### src/rtl/tug_pkg.sv
// Shared types and helpers for the tug-of-war playfield.
package tug_pkg;

  typedef enum logic [1:0] {PLAY, WIN_L, WIN_R, GAME_OVER} tug_state_t;

  // Upper bound on the bar width that onehot() can build.
  localparam int MAX_LIGHTS = 64;

  function automatic logic [MAX_LIGHTS-1:0] onehot(input int unsigned pos);
    logic [MAX_LIGHTS-1:0] v;
    v = '0;
    v[pos] = 1'b1;
    return v;
  endfunction

endpackage

### src/rtl/tug_button_edge.sv
// Two-flop synchroniser plus rising-edge detector for one raw button level.
module tug_button_edge (
  input  logic clk,
  input  logic Reset,
  input  logic raw,
  output logic press
);

  logic s1, s2, prev;

  // Loading 1 on reset means a button held through reset release is not a press.
  always_ff @(posedge clk) begin
    if (Reset) begin
      s1   <= 1'b1;
      s2   <= 1'b1;
      prev <= 1'b1;
    end else begin
      s1   <= raw;
      s2   <= s1;
      prev <= s2;
    end
  end

  assign press = s2 & ~prev;

endmodule

### src/rtl/tug_playfield.sv
// Tug-of-war playfield: lit position, round/match state and both scores.
module tug_playfield
  import tug_pkg::*;
#(
  parameter int N_LIGHTS    = 9,
  parameter int SCORE_W     = 3,
  parameter int HOLD_CYCLES = 4
) (
  input  logic                clk,
  input  logic                Reset,
  input  logic                L,
  input  logic                R,
  output logic [N_LIGHTS-1:0] lights,
  output logic                win_left,
  output logic                win_right,
  output logic [SCORE_W-1:0]  score_left,
  output logic [SCORE_W-1:0]  score_right,
  output logic                game_over
);

  localparam int PW = $clog2(N_LIGHTS);
  localparam int HW = $clog2(HOLD_CYCLES + 1);
  localparam logic [PW-1:0]      POS_C     = PW'(N_LIGHTS / 2);
  localparam logic [PW-1:0]      POS_MAX   = PW'(N_LIGHTS - 1);
  localparam logic [HW-1:0]      HOLD_INIT = HW'(HOLD_CYCLES);
  localparam logic [SCORE_W-1:0] SMAX      = {SCORE_W{1'b1}};

  if ((N_LIGHTS % 2) == 0 || N_LIGHTS < 3 || N_LIGHTS >= MAX_LIGHTS) begin : g_bad_lights
    $error("tug_playfield: N_LIGHTS must be odd, >= 3 and < %0d", MAX_LIGHTS);
  end
  if (HOLD_CYCLES < 1) begin : g_bad_hold
    $error("tug_playfield: HOLD_CYCLES must be >= 1");
  end

  tug_state_t           state;
  logic [PW-1:0]        pos;
  logic [HW-1:0]        hold;
  logic                 press_l, press_r;
  logic                 mv_l, mv_r;
  logic [SCORE_W-1:0]   left_next, right_next;
  logic [MAX_LIGHTS-1:0] lights_all;
  logic                 unused_lights_hi;

  tug_button_edge u_edge_l (.clk(clk), .Reset(Reset), .raw(L), .press(press_l));
  tug_button_edge u_edge_r (.clk(clk), .Reset(Reset), .raw(R), .press(press_r));

  // Simultaneous presses cancel each other during play.
  assign mv_l = press_l & ~press_r;
  assign mv_r = press_r & ~press_l;

  assign left_next  = (score_left  == SMAX) ? SMAX : score_left  + SCORE_W'(1);
  assign right_next = (score_right == SMAX) ? SMAX : score_right + SCORE_W'(1);

  always_ff @(posedge clk) begin
    if (Reset) begin
      state       <= PLAY;
      pos         <= POS_C;
      hold        <= '0;
      score_left  <= '0;
      score_right <= '0;
      win_left    <= 1'b0;
      win_right   <= 1'b0;
      game_over   <= 1'b0;
    end else begin
      unique case (state)
        PLAY: begin
          if (mv_l) begin
            if (pos == POS_MAX) begin
              score_left <= left_next;
              hold       <= HOLD_INIT;
              win_left   <= 1'b1;
              if (left_next == SMAX) begin
                state     <= GAME_OVER;
                game_over <= 1'b1;
              end else begin
                state <= WIN_L;
              end
            end else begin
              pos <= pos + 1'b1;
            end
          end else if (mv_r) begin
            if (pos == '0) begin
              score_right <= right_next;
              hold        <= HOLD_INIT;
              win_right   <= 1'b1;
              if (right_next == SMAX) begin
                state     <= GAME_OVER;
                game_over <= 1'b1;
              end else begin
                state <= WIN_R;
              end
            end else begin
              pos <= pos - 1'b1;
            end
          end
        end
        WIN_L, WIN_R: begin
          // Any press, even a simultaneous pair, restarts once the hold-off expires.
          if (hold != '0) begin
            hold <= hold - 1'b1;
          end else if (press_l | press_r) begin
            state     <= PLAY;
            pos       <= POS_C;
            win_left  <= 1'b0;
            win_right <= 1'b0;
          end
        end
        GAME_OVER: begin
        end
        default: state <= PLAY;
      endcase
    end
  end

  assign lights_all       = onehot(32'(pos));
  assign lights           = (state == PLAY) ? lights_all[N_LIGHTS-1:0] : '0;
  assign unused_lights_hi = ^lights_all[MAX_LIGHTS-1:N_LIGHTS];

endmodule

### config.mk
export PLATFORM = sky130hd
export DESIGN_NAME = tug_playfield
export DESIGN_NICKNAME = d
export VERILOG_FILES = /design/src/rtl/tug_pkg.sv /design/src/rtl/tug_button_edge.sv /design/src/rtl/tug_playfield.sv
export SDC_FILE = /design/constraint.sdc
export NUM_CORES = 1
export LEC_CHECK = 0
export ABC_AREA = 1
export BUFFER_PORTS_ARGS = -buffer_cell sky130_fd_sc_hd__buf_2
export CORE_MARGIN = 4
export CORE_UTILIZATION = 39
export CTS_BUF_LIST = sky130_fd_sc_hd__clkbuf_16
export CTS_CLUSTER_SIZE = 24
export DETAILED_ROUTE_END_ITERATION = 12
export GPL_TIMING_DRIVEN = 0
export HOLD_SLACK_MARGIN = 0.02
export SLEW_MARGIN = 10
export SYNTH_ARGS = -nofsm -noshare
export SYNTH_HDL_FRONTEND = slang
export SYNTH_SLANG_ARGS = --single-unit
### constraint.sdc
create_clock -name clk -period 4.84 [get_ports clk]
set_input_delay 0.242 -clock clk [delete_from_list [all_inputs] [get_ports clk]]
set_output_delay 0.242 -clock clk [all_outputs]
set_load 0.02 [all_outputs]
=== Yosys cells after proc, flatten, opt, wreduce, memory -nomap -nowiden ===
Cells that the tools add are included.

* Add/sub/neg operators: 5
* Multipliers: 0
* Div/mod/pow operators: 0
* Order comparisons: 2
* Equal/unequal tests: 22
* Shift operators: 0
* Multiplexer cells: 42
* Bitwise operators: 10
* Reductions and logical operators: 17

{| class="wikitable"
|+ Operators by type and width
! kind !! count
|-
| 2-to-1 mux 4 bit || 6
|-
| AND reduction 6 bit || 4
|-
| 2-to-1 mux 3 bit || 7
|-
| != test 2 bit, second input constant || 8
|-
| 2-to-1 mux 1 bit || 15
|-
| != test 3 bit, second input constant || 5
|-
| 2-to-1 mux 2 bit || 7
|-
| == test 3 bit, second input constant || 4
|-
| AND reduction 5 bit || 2
|-
| 2-to-1 mux 9 bit || 1
|-
| case mux 4 bit (2 select lines) || 1
|-
| nonzero test 2 bit || 4
|-
| < comparator 4 x 7 -> 1 bit, second input constant || 1
|-
| adder 3 x 1 -> 3 bit, second input constant || 2
|-
| case mux 3 bit (2 select lines) || 1
|-
| NOT 1 bit || 5
|-
| adder 4 x 1 -> 4 bit, second input constant || 1
|-
| bitwise AND 1 bit || 4
|-
| demux 1 bit (select 4 bit) || 1
|-
| == test 4 bit, second input constant || 1
|-
| greater-or-equal comparator 4 x 1 -> 1 bit, second input constant || 1
|-
| logical NOT 4 bit || 1
|-
| != test 2 x 1 -> 1 bit, second input constant || 2
|-
| case mux 1 bit (2 select lines) || 2
|-
| other kinds (12) || 12
|}

* Register bits after elaboration: 24
* Bits in latches: 0
* RAM bits: 0
* Memory bits (read-only): 0
* Input port bits: 4
* Output and inout port bits: 18
* Word-level logic and storage cells: 112
* Memories: 0

=== Depth between registers and ports, before layout ===
Gate-level depths: netlist of the first run.

* Depth in word-level cells: 8
* Depth in mapped cells: 14
* Mapped depth without buffers: 14

=== By module ===
Synthesis of the first run repeated with hierarchy kept, for this count alone.

* Cell total of the unflattened synthesis: 217
* Area total of the unflattened synthesis: 1,526.5 sq um

{| class="wikitable"
|+ By module, submodules not included
! module !! times used !! cells an instance !! area each (sq um) !! sequential area each (sq um)
|-
| tug_playfield || 1 || 195 || 1,341.3 || 360.3
|-
| tug_button_edge || 2 || 11 || 92.6 || 60.1
|}

=== Worst setup path after synthesis of the first run ===
Ideal clock, no wire load.

* Path kind: register to register
* From: register u_edge_l.s2
* To: register pos[3]
* Setup time: 0.068 ns
* Arrival time: 1.718 ns
* Setup slack: 3.055 ns
* Cell stages (with the launch flop): 13
* Path buffers: 0
* Period minus slack after synthesis: 1.785 ns
* Cells stage by stage: dfxtp_1 -> inv_1 -> nor2_1 -> ha_1 -> inv_1 -> ha_1 -> nand2_1 -> nand3b_1 -> nand2_1 -> nand2_1 -> nand2_1 -> nand3_1 -> a21oi_2

* Longest elaborated chain between the ends: 5
* Elaborated cells on any way between the ends: 12
* Classes of those cells: eq/ne (4); mux (2); bitwise (5); reduce/logical (1)

{| class="wikitable"
|+ RTL lines
! element !! line !! RTL
|-
| start, declared || tug_button_edge.sv:9 || <nowiki>logic s1, s2, prev;</nowiki>
|-
| start signal, assigned || tug_button_edge.sv:15 || <nowiki>s2 <= 1'b1;</nowiki>
|-
| start signal, assigned || tug_button_edge.sv:19 || <nowiki>s2 <= s1;</nowiki>
|-
| bitwise AND 1 bit * || tug_button_edge.sv:24 || <nowiki>assign press = s2 & ~prev;</nowiki>
|-
| NOT 1 bit || tug_playfield.sv:49 || <nowiki>assign mv_r = press_r & ~press_l;</nowiki>
|-
| bitwise AND 1 bit || tug_playfield.sv:49 ||
|-
| != test 3 bit (no line) || -- ||
|-
| AND reduction 6 bit (no line) || -- ||
|-
| end signal, assigned || tug_playfield.sv:79 || <nowiki>pos <= pos + 1'b1;</nowiki>
|-
| end signal, assigned || tug_playfield.sv:93 || <nowiki>pos <= pos - 1'b1;</nowiki>
|-
| end, declared || tug_playfield.sv:36 || <nowiki>logic [PW-1:0] pos;</nowiki>
|}

Every way passes the cells marked *; elsewhere a longest branch is shown, timed or not.
A chain may end at the register's enable or synchronous reset.

=== Worst setup path after layout of the first run ===
Same ends and word-level chain as after synthesis.

==> impl_metrics.toml, run 1 <==
[status]
status = "finished, final reports clean"

[detailed_routing]
ant_nets = 0
wl_per_cell_um = 10.9
wl_met3_um = 126
drt-total-wl_um = 3030
vias = 1306
dr.pass1.iters = 4
top_layer = "met4"
drc = 0
drt_iter0_drc = 34
wl_met2_um = 1420
wirelength_met1_um = 1470
viasPerCell = 4.71

[power_and_ir_drop]
p_per_area_nw_per_um2 = 404
switching_share = 0.343
power.leakage_nw = 0.829
clockPowerShare = 0.345
p_seq_frac = 0.327
p_total_uw = 693
vdd_drop_max_mv = 0.176
internal_power_uw = 455
power_frac_comb = 0.328
p_sw_uw = 238

[global_routing]
grt_pass1_vias = 1215
grt_pass1_wl_um = 5170
grt.overflow.total = 0
grtUsageTotal = 0.144
grt_max_degree = 15
antenna_found_initial = 0

[placement]
port_buffers = 21
gp_congestion = 0.772
dp_hpwl_um = 2340
dp_slack_ps = 2820

[sta]
rsz0062_at_grt = "false"
clock-skew-final_ps = 1.60
finalCriticalPeriod_ps = 2020
worst_slew_pin_slew_ps = 581
finalHoldViolations = 0
max_freq_mhz = 494
setup_slack_ps = 2820
max_slew_margin = 0.613
setup_viol = 0
tns_ps = 0
timing.final.crit_share = 0.418
slew_viol_final = 0

[critical_path]
crit_fanout = 7
reg2reg_slack_ps = 2820
r2r_end = "pos[3]"
crit_arrival_ps = 2210
critPathMaxStageDelay_ps = 360
worstPathRequired_ps = 5030
path_buf_inv = 2
path_class = "flip-flop to flip-flop"
cp-end-kind = "flip-flop"
crit_path_start_kind = "flip-flop"
cp_cell_sequence = "inv_1 > nor2_1 > ha_1 > inv_1 > ha_1 > nand2_1 > nand3b_1 > nand2_1 > nand2_1 > nand2_1 > nand3_1 > a21oi_2"
cp_slowest_cell = "ha_1"
r2r_start = "u_edge_l.s2"
critPathTopFamily = "adder cells"
reg2reg_depth = 12
cpMostUsedCell = "nand2_1"

[yosys]
synth_area_leaders = "dfxtp_1 (33%), ha_1 (11%), nand2_1 (11%)"
yosys.area.top_type_share = 0.332
syn_nets = 223
yosys_warnings = 0
synth_seq_cells = 24
syn_inst = 206
ys_seq_area_frac = 0.332
yosysUniqueCellTypes = 31
synth_top_area_cell = "dfxtp_1"
syn_area_per_cell_sq_um = 7.02
syn_area_sq_um = 1450

[floorplanning]
start_util = 0.417
dieArea_sq_um = 4750
rows = 21
io_pins = 22
fp.dieW_um = 68.9
core_area_sq_um = 3470
die_h_um = 68.9

[cells_and_area]
num_antenna_cells = 0
fin_nets = 249
areaGrowthSynthToFinish_pct = 18.5
drive_gt1_frac = 0.190
n_fill_cell = 384

[clock_network]
cts-root-buf = "clkbuf_16"
postCtsSetupRepairBufs = 0
clk_path_buf_depth = 2
hold_buffers = 0
numCtsBuffers = 3
cts_tree = "yes"
clk-insertion-delay-late_ps = 260
cts_sinks = 24
path_clk_slew_ps = 60
cts_resized = 0
h-tree-depth = 1

[worst_hold_path]
holdPathEnd = "u_edge_r.s1"
min_from = "R"
whs_path_depth = 2
hold_path.class = "primary input to flip-flop"

[flow_run]
drv_cap = 0
-- layout make-up --
type	count	area, sq um	area share
Tap cell	46	57.6	0.0336
Timing Repair Buffer	21	105	0.0613
Clock inverter	1	30.0	0.0175
Buffer	4	20.0	0.0117
Multi-Input combinational cell	148	833	0.486
Inverter	30	113	0.0657
Sequential cell	24	480	0.280
Clock buffer	3	75.1	0.0438
-- through the flow --
| stage | utilization | hold slack [ps] | cells | instance area, sq um |
|---|---|---|---|---|
| 6_report | 0.494 | 160 | 277 | 1710 |
| 5_1_grt | 0.494 | 162 | 277 | 1710 |
| 3_3_place_gp | 0.464 | 394 | 273 | 1610 |
| 4_1_cts | 0.494 | 156 | 277 | 1710 |
| 3_5_place_dp | 0.464 | 394 | 273 | 1610 |
| 2_1_floorplan | - | 346 | 206 | 1450 |
-- cell families after synthesis --
family / after synthesis / share of synthesized area
fa+ha+maj: 13 / 0.112
buf+inv: 34 / 0.0917
compound gates: 35 / 0.141
simple gates: 99 / 0.317
xor+xnor: 1 / 0.00606
flops: 24 / 0.332
-- layout by cell type, fill, tap and decap left out, types with 2 or more instances in the layout --
master and n:
nand2_1 43, nor2_1 28, inv_1 27, dfxtp_1 24, buf_2 22, a21oi_1 17, ha_1 13, nand3_1 11
o21ai_0 10, or2_2 5, nand4_1 3, clkbuf_16 3, nor2_4 2, clkbuf_1 2, inv_2 2, a21oi_2 2
-- how the worst max path moves through the flow --
stage / from / depth (start not counted) / end
floorplan: u_edge_l.s2 / 12 / pos[3]
global placement: u_edge_l.s2 / 12 / pos[3]
detailed placement: u_edge_l.s2 / 12 / pos[3]
CTS: u_edge_l.s2 / 12 / pos[3]
global route: u_edge_l.s2 / 12 / pos[3]
finish: u_edge_l.s2 / 12 / pos[3]
-- power by group through the flow --
stage          Combinational (mW)  Sequential, mW  Clock, mW
3_5_place_dp                0.229           0.231          0
2_1_floorplan               0.177           0.231          0
3_3_place_gp                0.228           0.231          0
6_report                    0.228           0.227      0.239
4_1_cts                     0.230           0.226      0.246
5_1_grt                     0.261           0.229      0.252
-- routing by layer --
layer,GRT usage,vias to the layer above
met5,0,-
met4,0.0365,0
met3,0.0389,2
met2,0.236,26
met1,0.187,574
li1,-,704
-- synth_stat cells (all sizes together) --
cell and number:
a211oi 1, a21oi 19, a31oi 1, and2 1, buf 2, clkbuf 2
clkinv 1, dfxtp 24, ha 13, inv 29, nand2 44, nand3 11
nand3b 2, nand4 3, nor2 31, nor3 1, nor3b 1, o21a 1
o21ai 13, or2 5, xnor2 1
-- registers in the layout (all words and copies together) (netlist names), 2 cells and up --
signal and count:
pos 4, hold 3, score_left 3, score_right 3, state 2
-- worst register-to-register path, cell delays in order (launching register included) --
cell and delay (ps):
dfxtp_1 300, inv_1 40, nor2_1 170, ha_1 320, inv_1 150, ha_1 360, nand2_1 60, nand3b_1 170
nand2_1 80, nand2_1 40, nand2_1 50, nand3_1 70, a21oi_2 130
(Power assumes the default switching activity.)
==> run 2, diff against run 1 <==
--- a/config.mk
+++ b/config.mk
@@ -5,7 +5,7 @@
 export SDC_FILE = /design/constraint.sdc
 export NUM_CORES = 1
 export LEC_CHECK = 0
-export ABC_AREA = 1
+export ABC_AREA = 0
 export BUFFER_PORTS_ARGS = -buffer_cell sky130_fd_sc_hd__buf_2
 export CORE_MARGIN = 4
 export CORE_UTILIZATION = 39
==> constraint.sdc (replaced) <==
create_clock -name clk -period 1.7 [get_ports clk]
set_input_delay 0.085 -clock clk [delete_from_list [all_inputs] [get_ports clk]]
set_output_delay 0.085 -clock clk [all_outputs]
set_load 0.02 [all_outputs]
==> run 2 against run 1 <==
The flow now finishes with violations (setup timing). Die area down 3.0%. Total power up 130%. Final cell count down 6.5%. Critical path depth down 3. Non-clock buffer count up 28. Setup slack worse by 3100 ps. Via count up 1.0%. Critical endpoint unchanged. Largest power group unchanged.
==> impl_metrics.toml, run 2 <==
[cells_and_area]
fin_cells = 259
fin_area_sq_um = 2140
largest-register = "pos"
num_antenna_cells = 0
final_common_cell = "dfxtp_1"
largest_reg_flops = 4
areaGrowthSynthToFinish_pct = 53.2
final_cell_mix = "dfxtp_1 (20), buf_2 (18), buf_4 (18), nor2_1 (17), a21oi_1 (12)"
fin_nets = 231
drive_gt1_frac = 0.451

[global_routing]
grt_max_degree = 15
grt_use_met1 = 0.198
use_met3 = 0.0296
antenna_found_initial = 0
grt_pass1_vias = 1250
met2_usage = 0.310
grt_pass1_wl_um = 5820
grt-busiest-layer = "met2"
grtUsageTotal = 0.169
grt.overflow.total = 0

[yosys]
synth_top_area_cell = "dfxtp_1"
synthAdderAreaFrac = 0.116
syn_area_per_cell_sq_um = 8.52
synthMuxAreaShare = 0.0143
ys_seq_area_frac = 0.344
syn_inst = 164
synth_flop_cell = "dfxtp_1"
synth_seq_cells = 24
yosysUniqueCellTypes = 43
synth_area_leaders = "dfxtp_1 (34%), ha_1 (12%), a21oi_1 (5.4%)"
synth_compound_area_frac = 0.156
ys_async_sr_fraction = 0
synthMostInstantiatedCell = "dfxtp_1"
synth_edf_count = 0
syn_area_sq_um = 1400
syn_nets = 181
yosys_warnings = 0
yosys.area.top_type_share = 0.344
yosys-top-cells-count = "dfxtp_1 (24), nor2_1 (20), a21oi_1 (15)"
synth-simple-area-share = 0.296
synth_top_family_by_area = "simple AND/OR/NAND/NOR gates"
synthXorXnorAreaFrac = 0.0188

[flow_run]
drv_cap = 0

[detailed_routing]
drt-total-wl_um = 3750
drt_iter0_drc = 52
vias = 1319
viasPerCell = 5.09
dr.pass1.iters = 4
wl_per_cell_um = 14.5
drc = 0
ant_nets = 0

[critical_path]
path_buf_inv = 2
cp-end-kind = "flip-flop"
critPathMaxStageDelay_ps = 480
worstSetupStartpoint = "u_edge_l.prev"
r2r_end = "pos[3]"
worstPathRequired_ps = 1880
cp_slowest_cell = "or4_1"
reg2reg_slack_ps = -320
cp_cell_sequence = "nand2b_4 > inv_4 > ha_4 > inv_4 > ha_4 > a31oi_4 > a2bb2oi_2 > or4_1 > a31oi_1"
critPathTopFamily = "simple AND/OR/NAND/NOR gates"
reg2reg_depth = 9
crit_path_start_kind = "flip-flop"
crit_fanout = 4
r2r_start = "u_edge_l.prev"
path_class = "flip-flop to flip-flop"
crit_arrival_ps = 2200

[status]
status = "complete, but fails checks"
violations = "setup timing"

[worst_hold_path]
whs_path_depth = 2
hold_path.class = "primary input to flip-flop"
min_from = "Reset"
holdPathEnd = "u_edge_r.s1"

[sta]
finalCriticalPeriod_ps = 2020
tns_ps = -2810
max_slew_margin = 0.625
worst_slew_pin_slew_ps = 562
rsz0062_at_grt = "true"
finalHoldViolations = 0
setup_slack_ps = -320
timing.final.crit_share = 1.19
slew_viol_final = 0
max_freq_mhz = 495
holdWs_ps = 99.2
setup_viol = 17
clock-skew-final_ps = 2.17

[power_and_ir_drop]
p_per_area_nw_per_um2 = 739
vdd_drop_max_mv = 0.421
power.leakage_nw = 0.892

[clock_network]
cts_tree = "yes"
h-tree-depth = 1
clk-insertion-delay-late_ps = 260
path_clk_slew_ps = 60
cts_sinks = 24
numCtsBuffers = 3
clk_path_buf_depth = 2
cts-root-buf = "clkbuf_16"

[placement]
dp_hpwl_um = 2300
gp_congestion = 0.795
port_buffers = 21
dpl-instance-area_sq_um = 1650
dp_cells = 231
dp_slack_ps = -342

[floorplanning]
rows = 21
start_util = 0.412
core_area_sq_um = 3390
die_h_um = 67.9
dieArea_sq_um = 4600
io_pins = 22
fp.dieW_um = 67.9
==> run 2: cell types whose count changed in the layout (fill, tap and decap cells not counted), sizes merged, moves of 3 or more <==
| cell | change |
|---|---|
| o21ai | -12 |
| inv | -19 |
| or3b | +3 |
| nor2b | +3 |
| nand2b | +7 |
| buf | +24 |
| nand2 | -35 |
| nor2 | -11 |
| a31oi | +3 |
| nor3 | +4 |
| nand3 | -8 |
| a21oi | -3 |
==> run 2: logic make-up (layout without fill, tap and decap cells) <==
group           after synthesis  in the layout
mux                           2              2
compound gates               33             33
xor+xnor                      3              3
simple gates                 71             71
fa+ha+maj                    13             13
flops                        24             24
buf+inv                      18             67
==> run 2: through the flow <==
stage,utilization,power [mW]
floorplan,-,0.771
global placement,0.486,0.821
detailed placement,0.486,0.825
CTS,0.605,1.56
global route,0.632,1.64
finish,0.632,1.58
==> run 2: metal layers <==
metal  vias to the layer above  share of wire  wire [um]
met5                         -              0          0
met4                         0          0.015         56
met3                         7          0.038        143
met2                        26           0.52       1940
met1                       618           0.43       1600
li1                        668              -          -
==> run 2: how the worst max path moves through the flow <==
stage | endpoint | slack, ps | cells past startpoint
after floorplan | pos[3] | -210 | 7
after global placement | pos[3] | -310 | 7
after detailed placement | pos[3] | -340 | 10
after CTS | pos[3] | -330 | 7
after global routing | pos[3] | -380 | 9
final | pos[3] | -320 | 9
==> run 2: power by group <==
part / internal [mW] / total (mW) / switching [mW] / leakage, nW
registers: 0.585 / 0.609 / 0.0238 / 0.195
clock network: 0.468 / 0.677 / 0.209 / 0.0511
logic: 0.144 / 0.296 / 0.152 / 0.646
total: 1.20 / 1.58 / 0.385 / 0.892
==> run 2: area by class of cell <==
cell class / instances / area [sq um]
buffer: 5 / 21.3
clock buffer: 3 / 75.1
clock inverter: 1 / 30.0
fill: 273 / 1250
inverter: 10 / 42.5
multi-input combinational: 122 / 1060
sequential: 24 / 485
tap: 46 / 57.6
timing repair buffer: 48 / 373
==> run 2: timing repair <==
item | CTS | global route
hold endpoints to repair | 2 | 0
setup buffers | 19 | 6
hold buffers | 2 | 0
pin swaps | 18 | 15
endpoints found under the setup margin | 17 | 23
resized for setup | 28 | 14
gates cloned | 0 | 0
